**src/rtl/pc_fetch_sequencer.sv**
```systemverilog
// Next-PC selection and single-outstanding instruction fetch controller.
// Presents fetched words to decode with a valid/stall handshake.
module pc_fetch_sequencer #(
  parameter logic [31:0] RESET_VECTOR = 32'h0000_0000,
  parameter logic [31:0] TRAP_VECTOR  = 32'h0000_0100
) (
  input  logic        clk,
  input  logic        reset_n,
  input  logic        stall,
  input  logic        branch_taken,
  input  logic [31:0] branch_target,
  input  logic        jump_valid,
  input  logic [31:0] jump_target,
  input  logic        trap_req,
  output logic        imem_req,
  output logic [31:0] imem_addr,
  input  logic        imem_gnt,
  input  logic        imem_rvalid,
  input  logic [31:0] imem_rdata,
  output logic [31:0] pc_out,
  output logic        instr_valid,
  output logic [31:0] instr,
  output logic [31:0] instr_pc,
  output logic        misaligned_err,
  output logic [31:0] bad_addr
);

  typedef enum logic [1:0] {
    S_BOOT,
    S_REQ,
    S_WAIT,
    S_VALID
  } state_e;

  state_e      state_q, state_d;
  logic [31:0] pc_q, pc_d;
  logic        kill_q, kill_d;
  logic        valid_q, valid_d;
  logic [31:0] instr_q, instr_d;
  logic [31:0] ipc_q, ipc_d;
  logic        mis_q, mis_d;
  logic [31:0] bad_q, bad_d;

  logic        redir;
  logic        tgt_mis;
  logic [31:0] raw_tgt;
  logic [31:0] redir_pc;

  // Trap wins outright and its vector is trusted; jump beats branch.
  always_comb begin
    redir    = (state_q != S_BOOT) &&
               (trap_req || jump_valid || branch_taken);
    raw_tgt  = jump_valid ? jump_target : branch_target;
    tgt_mis  = !trap_req && (raw_tgt[1:0] != 2'b00);
    redir_pc = (trap_req || tgt_mis) ? TRAP_VECTOR : raw_tgt;
  end

  always_comb begin
    state_d = state_q;
    pc_d    = pc_q;
    kill_d  = kill_q;
    valid_d = valid_q;
    instr_d = instr_q;
    ipc_d   = ipc_q;
    mis_d   = 1'b0;
    bad_d   = bad_q;
    unique case (state_q)
      S_BOOT: state_d = S_REQ;
      S_REQ: begin
        if (imem_gnt) begin
          state_d = S_WAIT;
          if (redir) kill_d = 1'b1;
        end
      end
      S_WAIT: begin
        if (imem_rvalid) begin
          kill_d = 1'b0;
          if (kill_q || redir) begin
            state_d = S_REQ;
          end else begin
            instr_d = imem_rdata;
            ipc_d   = pc_q;
            valid_d = 1'b1;
            state_d = S_VALID;
          end
        end else if (redir) begin
          kill_d = 1'b1;
        end
      end
      S_VALID: begin
        if (!stall) begin
          pc_d    = pc_q + 32'd4;
          valid_d = 1'b0;
          state_d = S_REQ;
        end
      end
      default: state_d = S_BOOT;
    endcase
    if (redir) begin
      pc_d    = redir_pc;
      valid_d = 1'b0;
      if (state_q == S_VALID) state_d = S_REQ;
      if (tgt_mis) begin
        mis_d = 1'b1;
        bad_d = raw_tgt;
      end
    end
  end

  always_ff @(posedge clk) begin
    if (!reset_n) begin
      state_q <= S_BOOT;
      pc_q    <= RESET_VECTOR;
      kill_q  <= 1'b0;
      valid_q <= 1'b0;
      instr_q <= 32'h0;
      ipc_q   <= 32'h0;
      mis_q   <= 1'b0;
      bad_q   <= 32'h0;
    end else begin
      state_q <= state_d;
      pc_q    <= pc_d;
      kill_q  <= kill_d;
      valid_q <= valid_d;
      instr_q <= instr_d;
      ipc_q   <= ipc_d;
      mis_q   <= mis_d;
      bad_q   <= bad_d;
    end
  end

  assign imem_req       = (state_q == S_REQ);
  assign imem_addr      = pc_q;
  assign pc_out         = pc_q;
  assign instr_valid    = valid_q;
  assign instr          = instr_q;
  assign instr_pc       = ipc_q;
  assign misaligned_err = mis_q;
  assign bad_addr       = bad_q;

endmodule

```
**config.mk**
```make
export PLATFORM = sky130hd
export DESIGN_NAME = pc_fetch_sequencer
export DESIGN_NICKNAME = d
export VERILOG_FILES = /design/src/rtl/pc_fetch_sequencer.sv
export SDC_FILE = /design/constraint.sdc
export NUM_CORES = 1
export LEC_CHECK = 0
export BUFFER_PORTS_ARGS = -buffer_cell sky130_fd_sc_hd__clkbuf_2
export CORE_MARGIN = 3
export CORE_UTILIZATION = 40
export DETAILED_ROUTE_END_ITERATION = 16
export GPL_ROUTABILITY_DRIVEN = 1
export PLACE_DENSITY = 0.69
export SYNTH_ARGS = -nofsm -noshare
export SYNTH_HDL_FRONTEND = slang
export SYNTH_SLANG_ARGS = --single-unit
```
**constraint.sdc**
```tcl
create_clock -name clk -period 3.9 [get_ports clk]
set_input_delay 0.585 -clock clk [delete_from_list [all_inputs] [get_ports clk]]
set_output_delay 0.585 -clock clk [all_outputs]
set_load 0.02 [all_outputs]
```
==> results of run 1 <==
[cells in the mapped netlist (all sizes together), types with 9 or more instances]
master | count | area [um^2]
nand2 | 190 | 716
dfxtp | 133 | 2660
a21boi | 64 | 480
buf | 46 | 315
clkbuf | 38 | 143
o211a | 37 | 370
mux2i | 36 | 360
nor2 | 25 | 93.8
o21ai | 13 | 65.1
nand3 | 11 | 65.1
a21oi | 10 | 50.1
nor3 | 10 | 55.1
and2 | 9 | 56.3
[worst min-delay path: cells and delay by family]
kind / cells / cell delay [ps]
AND/OR/NAND/NOR: 1 / 50
buffers and inverters: 1 / 80
AO/OA/AOI/OAI: 1 / 50
[routing by layer]
metal / up-vias / GRT usage
li1: 2948 / -
met2: 265 / 0.323
met3: 26 / 0.0567
met4: 0 / 0.0793
met1: 2693 / 0.287
met5: - / 0
[power groups by stage]
stage               logic [W]  registers (W)  clock network (W)
floorplan            0.000181        0.00148                  0
global placement     0.000336        0.00146                  0
detailed placement   0.000337        0.00146                  0
CTS                  0.000339        0.00143            0.00168
global route         0.000369        0.00143            0.00173
finish               0.000336        0.00143            0.00164
[cells in the final DEF (no fill, tap or decap), drive strengths merged, types with 5 or more instances in the layout]
cell      netlist  final
dfxtp         133    133
o32a            8      8
a21oi          10     10
buf            46      8
clkbuf         38    283
and3            8      8
o211a          37     37
o211ai          7      7
nand2         190    190
mux2i          36     36
nor2           25     25
and2            9      9
nand3          11     11
clkinvlp        0      5
a21boi         64     64
nand4           6      6
o21ai          13     13
o22ai           7      7
nor3           10     10
[sequential cells by signal (all words and copies together) (netlist names)]
signal          count
imem_addr          32
state_q             2
instr              32
instr_pc           32
bad_addr           32
kill_q              1
misaligned_err      1
instr_valid         1
[worst min-delay path by stage]
stage	startpoint	slack, ps	cells after the start	endpoint
after CTS	imem_rdata[13]	360	3	instr[13]
final	imem_rdata[18]	380	3	instr[18]
after floorplan	kill_q	510	1	kill_q
after detailed placement	instr[21]	440	2	instr[21]
after global placement	instr[21]	440	2	instr[21]
after global routing	imem_rdata[18]	370	3	instr[18]
[kinds of logic (layout without fill, tap and decap cells)]
kind of cell	count (synthesis)	after routing	share of synthesized area
AOI/OAI and AO/OA	185	185	0.240
xor gates and xnor gates	1	1	0.00139
adders and majority gates	1	1	0.00199
buffers and inverters	85	306	0.0735
DFF	133	133	0.424
muxes	36	36	0.0573
and+or+nand+nor	282	282	0.202
[through the flow]
step,cells,utilization
after floorplan,723,-
after global placement,1123,0.490
after detailed placement,1123,0.490
after CTS,1155,0.529
after global routing,1155,0.529
final,1155,0.529
[final cells by class]
| cell class | instances | area [um^2] | area share |
|---|---|---|---|
| clock buffer | 18 | 429 | 0.0530 |
| clock inverter | 14 | 176 | 0.0218 |
| tap | 211 | 264 | 0.0326 |
| inverter | 1 | 3.75 | 0.000463 |
| multi-input combinational | 505 | 3170 | 0.391 |
| timing repair buffer | 273 | 1400 | 0.173 |
| sequential | 133 | 2660 | 0.329 |
==> report_table.html, run 1 <==
<table>
<tr><th>Metric</th><th>Value</th></tr>
<tr><th colspan="2">STA</th></tr>
<tr><td>Final cycle utilization of the critical path</td><td>0.611</td></tr>
<tr><td>Setup slack of the critical path after layout</td><td>1520 ps</td></tr>
<tr><td>Relative slew slack</td><td>0.297</td></tr>
<tr><td>Setup TNS</td><td>0 ps</td></tr>
<tr><td>Fmax</td><td>0.420 GHz</td></tr>
<tr><td>Time the final worst path needs with I/O delays and setup</td><td>2380 ps</td></tr>
<tr><td>Number of slew-limit violations in the final report</td><td>0</td></tr>
<tr><td>Unrepaired setup endpoints after global routing</td><td>no</td></tr>
<tr><td>Hold Worst Slack</td><td>382 ps</td></tr>
<tr><td>Setup violations, final</td><td>0</td></tr>
<tr><td>Transition time at the pin with the least slew margin</td><td>1050 ps</td></tr>
<tr><td>Final worst clock skew</td><td>9.68 ps</td></tr>
<tr><td>Number of endpoints with negative hold slack in the final report</td><td>0</td></tr>
<tr><th colspan="2">Floorplan</th></tr>
<tr><td>Horiz. Die Dim</td><td>131 um</td></tr>
<tr><td># rows</td><td>45</td></tr>
<tr><td>Initial core utilization</td><td>0.410</td></tr>
<tr><td>Number of top-level design ports</td><td>267</td></tr>
<tr><td>Die height</td><td>131 um</td></tr>
<tr><td>Core area</td><td>0.0153 mm^2</td></tr>
<tr><td>Die area</td><td>0.0173 mm^2</td></tr>
<tr><th colspan="2">Flow run</th></tr>
<tr><td>Max-cap violations</td><td>0</td></tr>
<tr><th colspan="2">Worst setup path</th></tr>
<tr><td>Worst setup path end</td><td>imem_addr[26]</td></tr>
<tr><td>Series of cell instances along the critical path</td><td>ha_1, nand2_1, nor3_1, nand2_1, o211a_1, a211o_1</td></tr>
<tr><td>Start-to-end type of the worst setup path</td><td>reg -&gt; reg</td></tr>
<tr><td>Critical path required time</td><td>4200 ps</td></tr>
<tr><td>Most numerous cell on the critical path</td><td>nand2_1</td></tr>
<tr><td>Critical Path End Type</td><td>flop</td></tr>
<tr><td>Maximum fanout count along the critical path</td><td>9</td></tr>
<tr><td>Startpoint of the lowest-slack register-to-register path</td><td>imem_addr[2]</td></tr>
<tr><td>Flop2flop setup slack</td><td>1520 ps</td></tr>
<tr><td>Data arrival, critical path</td><td>2680 ps</td></tr>
<tr><td>Path depth of the worst reg2reg path</td><td>6</td></tr>
<tr><td>Number of buffer and inverter instances along the worst setup path</td><td>0</td></tr>
<tr><td>Logic depth of the worst path, buffers included</td><td>6</td></tr>
<tr><td>Largest stage delay on the critical path</td><td>530 ps</td></tr>
<tr><td>Worst Setup SP</td><td>imem_addr[2]</td></tr>
<tr><td>Gate family responsible for the most delay along the worst path</td><td>simple AND/OR/NAND/NOR gates</td></tr>
<tr><td>Cell type of the slowest stage on the worst timing path</td><td>dfxtp_1</td></tr>
<tr><td>Critical path startpoint category</td><td>flop</td></tr>
<tr><td>Worst reg2reg endpoint</td><td>imem_addr[26]</td></tr>
<tr><th colspan="2">Pwr</th></tr>
<tr><td>Cell-internal power</td><td>0.00254 W</td></tr>
<tr><td>Sw Share</td><td>0.254</td></tr>
<tr><td>Clk network pwr share</td><td>0.482</td></tr>
<tr><td>Reported leakage power</td><td>3.92 nW</td></tr>
<tr><td>Pwr dens</td><td>421 mW/mm^2</td></tr>
<tr><td>Net switching power</td><td>0.000867 W</td></tr>
<tr><td>Peak VDD IR</td><td>0.304 mV</td></tr>
<tr><td>Combinational group share of total power</td><td>0.099</td></tr>
<tr><td>Power Total</td><td>0.00341 W</td></tr>
<tr><td>Proportion of power drawn by flip-flops and latches</td><td>0.419</td></tr>
<tr><th colspan="2">Clocking</th></tr>
<tr><td>Clock Sink Count</td><td>133</td></tr>
<tr><td>Buffer depth of the longest clock path</td><td>2</td></tr>
<tr><td>Clock-pin slew on the worst setup and hold paths</td><td>60 ps</td></tr>
<tr><td>Number of buffers inserted to repair setup after CTS</td><td>0</td></tr>
<tr><td>Num CTS Buffers</td><td>17</td></tr>
<tr><td>Post_cts resized</td><td>0</td></tr>
<tr><td>Level count of the clock H-tree</td><td>4</td></tr>
<tr><td>CTS Hold Bufs</td><td>0</td></tr>
<tr><td>Worst-Skew Late Latency</td><td>420 ps</td></tr>
<tr><td>Clock root buffer master</td><td>clkbuf_16</td></tr>
<tr><td>CTS tree</td><td>yes</td></tr>
<tr><th colspan="2">Layout</th></tr>
<tr><td>Number of inserted diodes</td><td>0</td></tr>
<tr><td>Area overhead of the layout relative to synthesis</td><td>28.9%</td></tr>
<tr><td>Post-route design area</td><td>0.00810 mm^2</td></tr>
<tr><td>Share of layout cells above drive strength 1</td><td>0.342</td></tr>
<tr><td>Count of fill cells added during filler insertion</td><td>1435</td></tr>
<tr><td>Total number of nets in the final design</td><td>1036</td></tr>
<tr><th colspan="2">Route</th></tr>
<tr><td>Met1 WL</td><td>8660 um</td></tr>
<tr><td>Top routing layer in use</td><td>met4</td></tr>
<tr><td>DR iter-0 viols</td><td>389</td></tr>
<tr><td>First-pass detailed-route iteration total</td><td>7</td></tr>
<tr><td>Post-DRT Antenna Nets</td><td>0</td></tr>
<tr><td>Routed wl met2</td><td>8210 um</td></tr>
<tr><td>Total length of routed met3 wires</td><td>1360 um</td></tr>
<tr><td>Routed length per instance</td><td>16.1 um</td></tr>
<tr><td>Post-Route WL</td><td>18600 um</td></tr>
<tr><td>DR DRC count</td><td>0</td></tr>
<tr><td>Via count</td><td>5932</td></tr>
<tr><td>Average vias per placed instance</td><td>5.14</td></tr>
<tr><th colspan="2">Placement</th></tr>
<tr><td>Worst slack at placement</td><td>1360 ps</td></tr>
<tr><td>DPL Wire Length</td><td>13300 um</td></tr>
<tr><td>Buffers added on ports</td><td>266</td></tr>
<tr><td>Placer Congestion</td><td>0.836</td></tr>
<tr><td>Area of placed instances</td><td>0.00750 mm^2</td></tr>
<tr><th colspan="2">Yosys</th></tr>
<tr><td>Average cell area after synthesis</td><td>8.69 um^2</td></tr>
<tr><td>Count of distinct cell types in the synthesized netlist</td><td>63</td></tr>
<tr><td>Proportion of synthesized flip-flops having asynchronous set or reset</td><td>0</td></tr>
<tr><td>Combined area of all synthesized cells</td><td>0.00628 mm^2</td></tr>
<tr><td>Number of enable flip-flop cells after synthesis</td><td>0</td></tr>
<tr><td>Post-synthesis instance total</td><td>723</td></tr>
<tr><td>Count of yosys warnings during synthesis</td><td>0</td></tr>
<tr><td>Sequential cell area fraction in the yosys report</td><td>0.424</td></tr>
<tr><td>Number of synthesized register bits</td><td>133</td></tr>
<tr><td>Mapped Nets</td><td>828</td></tr>
<tr><td>Predominant post-synthesis flop cell</td><td>dfxtp_1</td></tr>
<tr><th colspan="2">Run status</th></tr>
<tr><td>Run status</td><td>complete, no violations</td></tr>
<tr><th colspan="2">GRT</th></tr>
<tr><td>Grt ovf</td><td>0</td></tr>
<tr><td>Overall Global Routing Usage</td><td>0.212</td></tr>
<tr><td>Vias in the first global route</td><td>5444</td></tr>
<tr><td>Maximum number of pins on one net before global-route repair</td><td>78</td></tr>
<tr><td>Antenna violations before repair</td><td>0</td></tr>
<tr><td>First-pass GRT wire length</td><td>29500 um</td></tr>
<tr><th colspan="2">Min path</th></tr>
<tr><td>Min-delay worst type</td><td>in -&gt; reg</td></tr>
</table>
(Power assumes the default switching activity.)
==> run 2, diff against run 1 <==
- clock period: 3.9 -> 2.3 ns (I/O delays scaled with it)
==> run 2 against run 1 <==
Effect of this change:
- sequential share of layout area decreased by 1.4 points
- sequential power rose by 68%
- sequential cell count did not move
- die area is the same
- total power up 77%
- worst setup slack got worse by 1200 ps
- critical path depth fell by 1
- clock skew shrank 2.2 ps
- largest power group unchanged
==> report_table.html, run 2 (same netlist as run 1, synthesis figures left out) <==
<table>
<tr><th>Metric</th><th>Value</th></tr>
<tr><th colspan="2">Clocking</th></tr>
<tr><td>Post_cts resized</td><td>0 (unchanged)</td></tr>
<tr><td>Clock-pin slew on the worst setup and hold paths</td><td>60 ps (about the same)</td></tr>
<tr><td>Number of buffers inserted to repair setup after CTS</td><td>0 (unchanged)</td></tr>
<tr><td>Num CTS Buffers</td><td>17 (unchanged)</td></tr>
<tr><td>Clock Sink Count</td><td>133 (unchanged)</td></tr>
<tr><td>CTS tree</td><td>yes</td></tr>
<tr><td>CTS Hold Bufs</td><td>0 (unchanged)</td></tr>
<tr><td>Level count of the clock H-tree</td><td>4 (unchanged)</td></tr>
<tr><td>Clock root buffer master</td><td>clkbuf_16</td></tr>
<tr><td>Buffer depth of the longest clock path</td><td>2 (unchanged)</td></tr>
<tr><td>Worst-Skew Late Latency</td><td>420 ps (about the same)</td></tr>
<tr><th colspan="2">STA</th></tr>
<tr><td>Number of slew-limit violations in the final report</td><td>0 (unchanged)</td></tr>
<tr><td>Time the final worst path needs with I/O delays and setup</td><td>2030 ps (-356 ps)</td></tr>
<tr><td>Setup violations, final</td><td>0 (unchanged)</td></tr>
<tr><td>Fmax</td><td>0.494 GHz (+18%)</td></tr>
<tr><td>Hold Worst Slack</td><td>142 ps (-240 ps)</td></tr>
<tr><td>Transition time at the pin with the least slew margin</td><td>719 ps (-336 ps)</td></tr>
<tr><td>Final worst clock skew</td><td>7.51 ps (-2.17 ps)</td></tr>
<tr><td>Unrepaired setup endpoints after global routing</td><td>no</td></tr>
<tr><td>Final cycle utilization of the critical path</td><td>0.881 (+0.270)</td></tr>
<tr><td>Relative slew slack</td><td>0.520 (+0.223)</td></tr>
<tr><td>Setup TNS</td><td>0 ps (unchanged)</td></tr>
<tr><td>Number of endpoints with negative hold slack in the final report</td><td>0 (unchanged)</td></tr>
<tr><th colspan="2">Pwr</th></tr>
<tr><td>Proportion of power drawn by flip-flops and latches</td><td>0.398 (-0.021)</td></tr>
<tr><td>Cell-internal power</td><td>0.00459 W (+80%)</td></tr>
<tr><td>Clk network pwr share</td><td>0.499 (+0.017)</td></tr>
<tr><td>Pwr dens</td><td>714 mW/mm^2 (+70%)</td></tr>
<tr><td>Net switching power</td><td>0.00146 W (+68%)</td></tr>
<tr><td>Combinational group share of total power</td><td>0.103 (+0.004)</td></tr>
<tr><td>Sw Share</td><td>0.241 (-0.0134)</td></tr>
<tr><td>Peak VDD IR</td><td>0.542 mV (+78%)</td></tr>
<tr><td>Reported leakage power</td><td>4.16 nW (+6.0%)</td></tr>
<tr><th colspan="2">GRT</th></tr>
<tr><td>Grt ovf</td><td>0 (unchanged)</td></tr>
<tr><td>First-pass GRT wire length</td><td>30000 um (+1.8%)</td></tr>
<tr><td>Maximum number of pins on one net before global-route repair</td><td>122 (+56%)</td></tr>
<tr><td>Antenna violations before repair</td><td>0 (unchanged)</td></tr>
<tr><td>Vias in the first global route</td><td>5550 (+1.9%)</td></tr>
<tr><td>Overall Global Routing Usage</td><td>0.216 (+0.00441)</td></tr>
<tr><th colspan="2">Layout</th></tr>
<tr><td>Top library cells by usage in the layout, fill and taps aside</td><td>clkbuf_2 (265), nand2_1 (189), dfxtp_1 (133)</td></tr>
<tr><td>Number of inserted diodes</td><td>0 (unchanged)</td></tr>
<tr><td>Most frequent standard cell in the layout excluding fill and tap cells</td><td>clkbuf_2</td></tr>
<tr><td>Share of layout cells above drive strength 1</td><td>0.365 (+0.0232)</td></tr>
<tr><td>Post-route design area</td><td>0.00846 mm^2 (+4.4%)</td></tr>
<tr><td>Total number of nets in the final design</td><td>1069 (+3.2%)</td></tr>
<tr><td>Area overhead of the layout relative to synthesis</td><td>34.6%</td></tr>
<tr><th colspan="2">Floorplan</th></tr>
<tr><td>Die area</td><td>0.0173 mm^2 (unchanged)</td></tr>
<tr><td>Die height</td><td>131 um (unchanged)</td></tr>
<tr><td>Initial core utilization</td><td>0.410 (unchanged)</td></tr>
<tr><td>Number of top-level design ports</td><td>267 (unchanged)</td></tr>
<tr><td># rows</td><td>45 (unchanged)</td></tr>
<tr><td>Horiz. Die Dim</td><td>131 um (unchanged)</td></tr>
<tr><td>Core area</td><td>0.0153 mm^2 (unchanged)</td></tr>
<tr><th colspan="2">Worst setup path</th></tr>
<tr><td>Maximum fanout count along the critical path</td><td>13 (+4)</td></tr>
<tr><td>Path depth of the worst reg2reg path</td><td>5 (-1)</td></tr>
<tr><td>Critical path startpoint category</td><td>flop</td></tr>
<tr><td>Data arrival, critical path</td><td>2350 ps (-330 ps)</td></tr>
<tr><td>Critical path required time</td><td>2630 ps (-1570 ps)</td></tr>
<tr><td>Start-to-end type of the worst setup path</td><td>reg -&gt; reg</td></tr>
<tr><td>Critical Path End Type</td><td>flop</td></tr>
<tr><th colspan="2">Route</th></tr>
<tr><td>DR iter-0 viols</td><td>349 (-10%)</td></tr>
<tr><td>Post-Route WL</td><td>19200 um (+3.1%)</td></tr>
<tr><td>Routed length per instance</td><td>16.2 um (+0.21%)</td></tr>
<tr><td>DR DRC count</td><td>0 (unchanged)</td></tr>
<tr><td>Average vias per placed instance</td><td>5.14 (about the same)</td></tr>
<tr><td>First-pass detailed-route iteration total</td><td>5 (-2)</td></tr>
<tr><td>Via count</td><td>6103 (+2.9%)</td></tr>
<tr><td>Post-DRT Antenna Nets</td><td>0 (unchanged)</td></tr>
<tr><th colspan="2">Min path</th></tr>
<tr><td>Min-delay worst type</td><td>in -&gt; reg</td></tr>
<tr><td>Cells on Worst Hold Path</td><td>3 (unchanged)</td></tr>
<tr><th colspan="2">Placement</th></tr>
<tr><td>Area of placed instances</td><td>0.00780 mm^2 (+4.0%)</td></tr>
<tr><td>DPL Wire Length</td><td>13900 um (+4.4%)</td></tr>
<tr><td>Placer Congestion</td><td>0.842 (+0.67%)</td></tr>
<tr><td>Buffers added on ports</td><td>266 (unchanged)</td></tr>
<tr><th colspan="2">Run status</th></tr>
<tr><td>Run status</td><td>complete, no violations</td></tr>
<tr><th colspan="2">Flow run</th></tr>
<tr><td>Max-cap violations</td><td>0 (unchanged)</td></tr>
</table>
==> run 2: cell type report <==
class / count / area, um^2
fillers: 1442 / 6860
multi-input cells: 505 / 3170
flip-flops and latches: 133 / 2660
repair buffers: 306 / 1700
clock buffers: 22 / 494
well taps: 211 / 264
clock inverters: 10 / 168
inverters: 1 / 3.75
==> run 2: metrics by stage <==
step	total power [W]	std cells	util	setup slack, ps
2_1_floorplan	0.00282	723	-	299
6_report	0.00604	1188	0.552	274
4_1_cts	0.00609	1188	0.552	303
3_5_place_dp	0.00307	1156	0.509	184
3_3_place_gp	0.00307	1156	0.509	253
5_1_grt	0.00625	1188	0.552	135
==> run 2: power groups by stage <==
stage / Combinational (W) / Clock [W] / Sequential [W]
floorplan: 0.000307 / 0 / 0.00252
global placement: 0.000619 / 0 / 0.00245
detailed placement: 0.000622 / 0 / 0.00245
CTS: 0.000625 / 0.00307 / 0.00240
global route: 0.000677 / 0.00317 / 0.00241
finish: 0.000621 / 0.00302 / 0.00240
==> run 2: final timing paths <==
path                                startpoint            end  slack (ps)
worst max-delay path                state_q[1]  imem_addr[15]         270
worst min-delay path            imem_rdata[30]      instr[30]         140
worst max register to register      state_q[1]  imem_addr[15]         270
worst min register to register       instr[17]      instr[17]         450
==> run 2: routing by layer <==
layer	wire [um]	track usage	vias up	share of wire
met2	8710	0.341	270	0.45
met1	8700	0.290	2805	0.45
met3	1520	0.0559	19	0.079
met4	272	0.0688	0	0.014
li1	-	-	3009	-
met5	0	0	-	0
==> run 2: critical path, stage by stage, from the launching register on <==
cell and delay [ps]:
dfxtp_1 560, nor4_2 140, a211oi_4 370, nand2_2 180
or3_1 450, o221ai_1 230
==> run 3, diff against run 2 <==
--- a/config.mk
+++ b/config.mk
@@ -12,2 +12,3 @@
 export GPL_ROUTABILITY_DRIVEN = 1
+export MAX_ROUTING_LAYER = met4
 export PLACE_DENSITY = 0.69
==> constraint.sdc (replaced) <==
create_clock -name clk -period 2.3 [get_ports clk]
set_input_delay 0.115 -clock clk [delete_from_list [all_inputs] [get_ports clk]]
set_output_delay 0.115 -clock clk [all_outputs]
set_load 0.02 [all_outputs]
==> run 3 against run 2 <==
Effect of this change:
- final area increased by 1.4%
- clock-buffer cell count decreased by 2
- hold slack got worse by 68 ps
- largest cell class unchanged
- highest routed layer unchanged
==> report_table.html, run 3 (same netlist as run 1, synthesis figures left out) <==
<table>
<tr><th>Metric</th><th>Value</th></tr>
<tr><th colspan="2">Run status</th></tr>
<tr><td>Run status</td><td>complete, no violations</td></tr>
<tr><th colspan="2">Layout</th></tr>
<tr><td>Final instance count without filler cells</td><td>1205 (+1.4%)</td></tr>
<tr><td>Fin util</td><td>0.560 (+0.00752)</td></tr>
<tr><td>Total number of nets in the final design</td><td>1087 (+1.7%)</td></tr>
<tr><td>Top library cells by usage in the layout, fill and taps aside</td><td>clkbuf_2 (265), nand2_1 (189), dfxtp_1 (133)</td></tr>
<tr><td>Share of layout cells above drive strength 1</td><td>0.342 (-0.0234)</td></tr>
<tr><td>Most frequent standard cell in the layout excluding fill and tap cells</td><td>clkbuf_2</td></tr>
<tr><td>Number of inserted diodes</td><td>0 (unchanged)</td></tr>
<tr><td>Count of fill cells added during filler insertion</td><td>1420 (-1.5%)</td></tr>
<tr><td>Area overhead of the layout relative to synthesis</td><td>36.4%</td></tr>
<tr><th colspan="2">STA</th></tr>
<tr><td>Number of slew-limit violations in the final report</td><td>0 (unchanged)</td></tr>
<tr><td>Setup violations, final</td><td>0 (unchanged)</td></tr>
<tr><td>Unrepaired setup endpoints after global routing</td><td>no</td></tr>
<tr><td>Transition time at the pin with the least slew margin</td><td>806 ps (+86.9 ps)</td></tr>
<tr><td>Final worst clock skew</td><td>9.05 ps (+1.54 ps)</td></tr>
<tr><td>Number of endpoints with negative hold slack in the final report</td><td>0 (unchanged)</td></tr>
<tr><td>Final cycle utilization of the critical path</td><td>0.900 (+0.0191)</td></tr>
<tr><td>Setup TNS</td><td>0 ps (unchanged)</td></tr>
<tr><td>Time the final worst path needs with I/O delays and setup</td><td>2070 ps (+44.0 ps)</td></tr>
<tr><td>Relative slew slack</td><td>0.463 (-0.0573)</td></tr>
<tr><td>Fmax</td><td>0.483 GHz (-2.1%)</td></tr>
<tr><th colspan="2">Route</th></tr>
<tr><td>DR DRC count</td><td>0 (unchanged)</td></tr>
<tr><td>Post-DRT Antenna Nets</td><td>0 (unchanged)</td></tr>
<tr><td>Post-Route WL</td><td>19600 um (+2.3%)</td></tr>
<tr><td>First-pass detailed-route iteration total</td><td>4 (-1)</td></tr>
<tr><td>Routed length per instance</td><td>16.3 um (+0.90%)</td></tr>
<tr><td>Via count</td><td>6182 (+1.3%)</td></tr>
<tr><td>Average vias per placed instance</td><td>5.13 (-0.13%)</td></tr>
<tr><td>DR iter-0 viols</td><td>312 (-11%)</td></tr>
<tr><th colspan="2">GRT</th></tr>
<tr><td>Maximum number of pins on one net before global-route repair</td><td>62 (-49%)</td></tr>
<tr><td>Global routing's busiest layer</td><td>met2</td></tr>
<tr><td>Global Route met2 Usage</td><td>0.352 (+0.0112)</td></tr>
<tr><td>Met1 track demand over resource</td><td>0.300 (+0.00980)</td></tr>
<tr><td>First-pass GRT wire length</td><td>31400 um (+4.8%)</td></tr>
<tr><td>Antenna violations before repair</td><td>0 (unchanged)</td></tr>
<tr><td>Overall Global Routing Usage</td><td>0.231 (+0.0155)</td></tr>
<tr><td>Global routing usage on met3</td><td>0.0547 (-0.00115)</td></tr>
<tr><td>Vias in the first global route</td><td>5781 (+4.2%)</td></tr>
<tr><td>Grt ovf</td><td>0 (unchanged)</td></tr>
<tr><th colspan="2">Pwr</th></tr>
<tr><td>Peak VDD IR</td><td>0.498 mV (-8.1%)</td></tr>
<tr><td>Pwr dens</td><td>678 mW/mm^2 (-5.1%)</td></tr>
<tr><td>Reported leakage power</td><td>4.18 nW (+0.44%)</td></tr>
<tr><td>Power Total</td><td>0.00581 W (-3.8%)</td></tr>
<tr><th colspan="2">Clocking</th></tr>
<tr><td>Clock root buffer master</td><td>clkbuf_16</td></tr>
<tr><td>Clock Sink Count</td><td>133 (unchanged)</td></tr>
<tr><td>Clock-pin slew on the worst setup and hold paths</td><td>60 ps (about the same)</td></tr>
<tr><td>Worst-Skew Late Latency</td><td>420 ps (about the same)</td></tr>
<tr><td>Level count of the clock H-tree</td><td>4 (unchanged)</td></tr>
<tr><td>Buffer depth of the longest clock path</td><td>2 (unchanged)</td></tr>
<tr><td>CTS tree</td><td>yes</td></tr>
<tr><td>Num CTS Buffers</td><td>17 (unchanged)</td></tr>
<tr><th colspan="2">Worst setup path</th></tr>
<tr><td>Data arrival, critical path</td><td>2390 ps (+40 ps)</td></tr>
<tr><td>Series of cell instances along the critical path</td><td>nand3_2, nor3_1, nand2_1, or3_1, o31ai_1</td></tr>
<tr><td>Critical path startpoint category</td><td>flop</td></tr>
<tr><td>Cell type of the slowest stage on the worst timing path</td><td>dfxtp_1</td></tr>
<tr><td>Start-to-end type of the worst setup path</td><td>reg -&gt; reg</td></tr>
<tr><td>Maximum fanout count along the critical path</td><td>9 (-4)</td></tr>
<tr><td>Largest stage delay on the critical path</td><td>510 ps (-50 ps)</td></tr>
<tr><td>Critical path required time</td><td>2620 ps (about the same)</td></tr>
<tr><td>Critical Path End Type</td><td>flop</td></tr>
<tr><th colspan="2">Floorplan</th></tr>
<tr><td>Initial core utilization</td><td>0.410 (unchanged)</td></tr>
<tr><td>Number of top-level design ports</td><td>267 (unchanged)</td></tr>
<tr><td>Horiz. Die Dim</td><td>131 um (unchanged)</td></tr>
<tr><td>Die area</td><td>0.0173 mm^2 (unchanged)</td></tr>
<tr><td>Core area</td><td>0.0153 mm^2 (unchanged)</td></tr>
<tr><td># rows</td><td>45 (unchanged)</td></tr>
<tr><td>Die height</td><td>131 um (unchanged)</td></tr>
<tr><th colspan="2">Min path</th></tr>
<tr><td>Min-delay worst type</td><td>in -&gt; reg</td></tr>
<tr><th colspan="2">Placement</th></tr>
<tr><td>Placer Congestion</td><td>0.919 (+9.1%)</td></tr>
<tr><td>Dpl cells</td><td>1142 (-1.2%)</td></tr>
<tr><td>DPL Wire Length</td><td>13900 um (-0.33%)</td></tr>
<tr><td>Buffers added on ports</td><td>266 (unchanged)</td></tr>
<tr><th colspan="2">Flow run</th></tr>
<tr><td>Max-cap violations</td><td>0 (unchanged)</td></tr>
</table>
run 3: changes by cell type in the layout (fill, tap and decap cells not counted), sizes merged:
cell         delta
dlygate4sd3    +32
buf            -14
clkbuf          -2
bufinv          -1
clkinv          +1
inv             +1
run 3: worst paths after layout:
| path | startpoint | endpoint | slack (ps) | depth (start not counted) |
|---|---|---|---|---|
| setup / recovery | imem_addr[4] | imem_addr[17] | 230 | 5 |
| hold / removal | branch_target[29] | imem_addr[29] | 70 | 3 |
| setup reg to reg | imem_addr[4] | imem_addr[17] | 230 | 5 |
| hold reg to reg | instr[21] | instr[21] | 450 | 2 |
run 3: through the flow:
| stage | setup WS, ps | cell area, um^2 | hold slack (ps) |
|---|---|---|---|
| finish | 230 | 8570 | 74.5 |
| global route | 35.4 | 8570 | 75.4 |
| CTS | 148 | 8570 | 51.6 |
| detailed placement | 175 | 7650 | 343 |
| global placement | 226 | 7650 | 337 |
| floorplan | 299 | 6280 | 250 |
run 3: cell type report:
cell class / count / area [um^2] / area share
multi-input combinational: 505 / 3170 / 0.370
timing repair buffer: 324 / 1870 / 0.219
clock inverter: 11 / 151 / 0.0177
sequential: 133 / 2660 / 0.311
tap: 211 / 264 / 0.0308
inverter: 1 / 3.75 / 0.000438
clock buffer: 20 / 447 / 0.0521
run 3: what timing repair did:
action / CTS / global route
setup buffers: 0 / 0
resized for setup: 0 / 1
endpoints found under the setup margin: 0 / 31
endpoints found under the hold margin: 32 / 0
hold buffers: 32 / 0
run 3: per-layer routing:
metal,part of all wire,wire (um)
met1,0.45,8920
met4,0.020,384
met5,0,0
met3,0.071,1390
met2,0.46,8950
run 3: where the power goes:
part / internal [W] / switching, W
Clock: 0.00173 / 0.00102
Sequential: 0.00236 / 0.0000504
Combinational: 0.000284 / 0.000363
run 3: worst max-delay path: cells and delay by family (launching register included):
family / cells / cell delay (ps)
simple gates: 4 / 1240
flops: 1 / 510
compound gates: 1 / 210
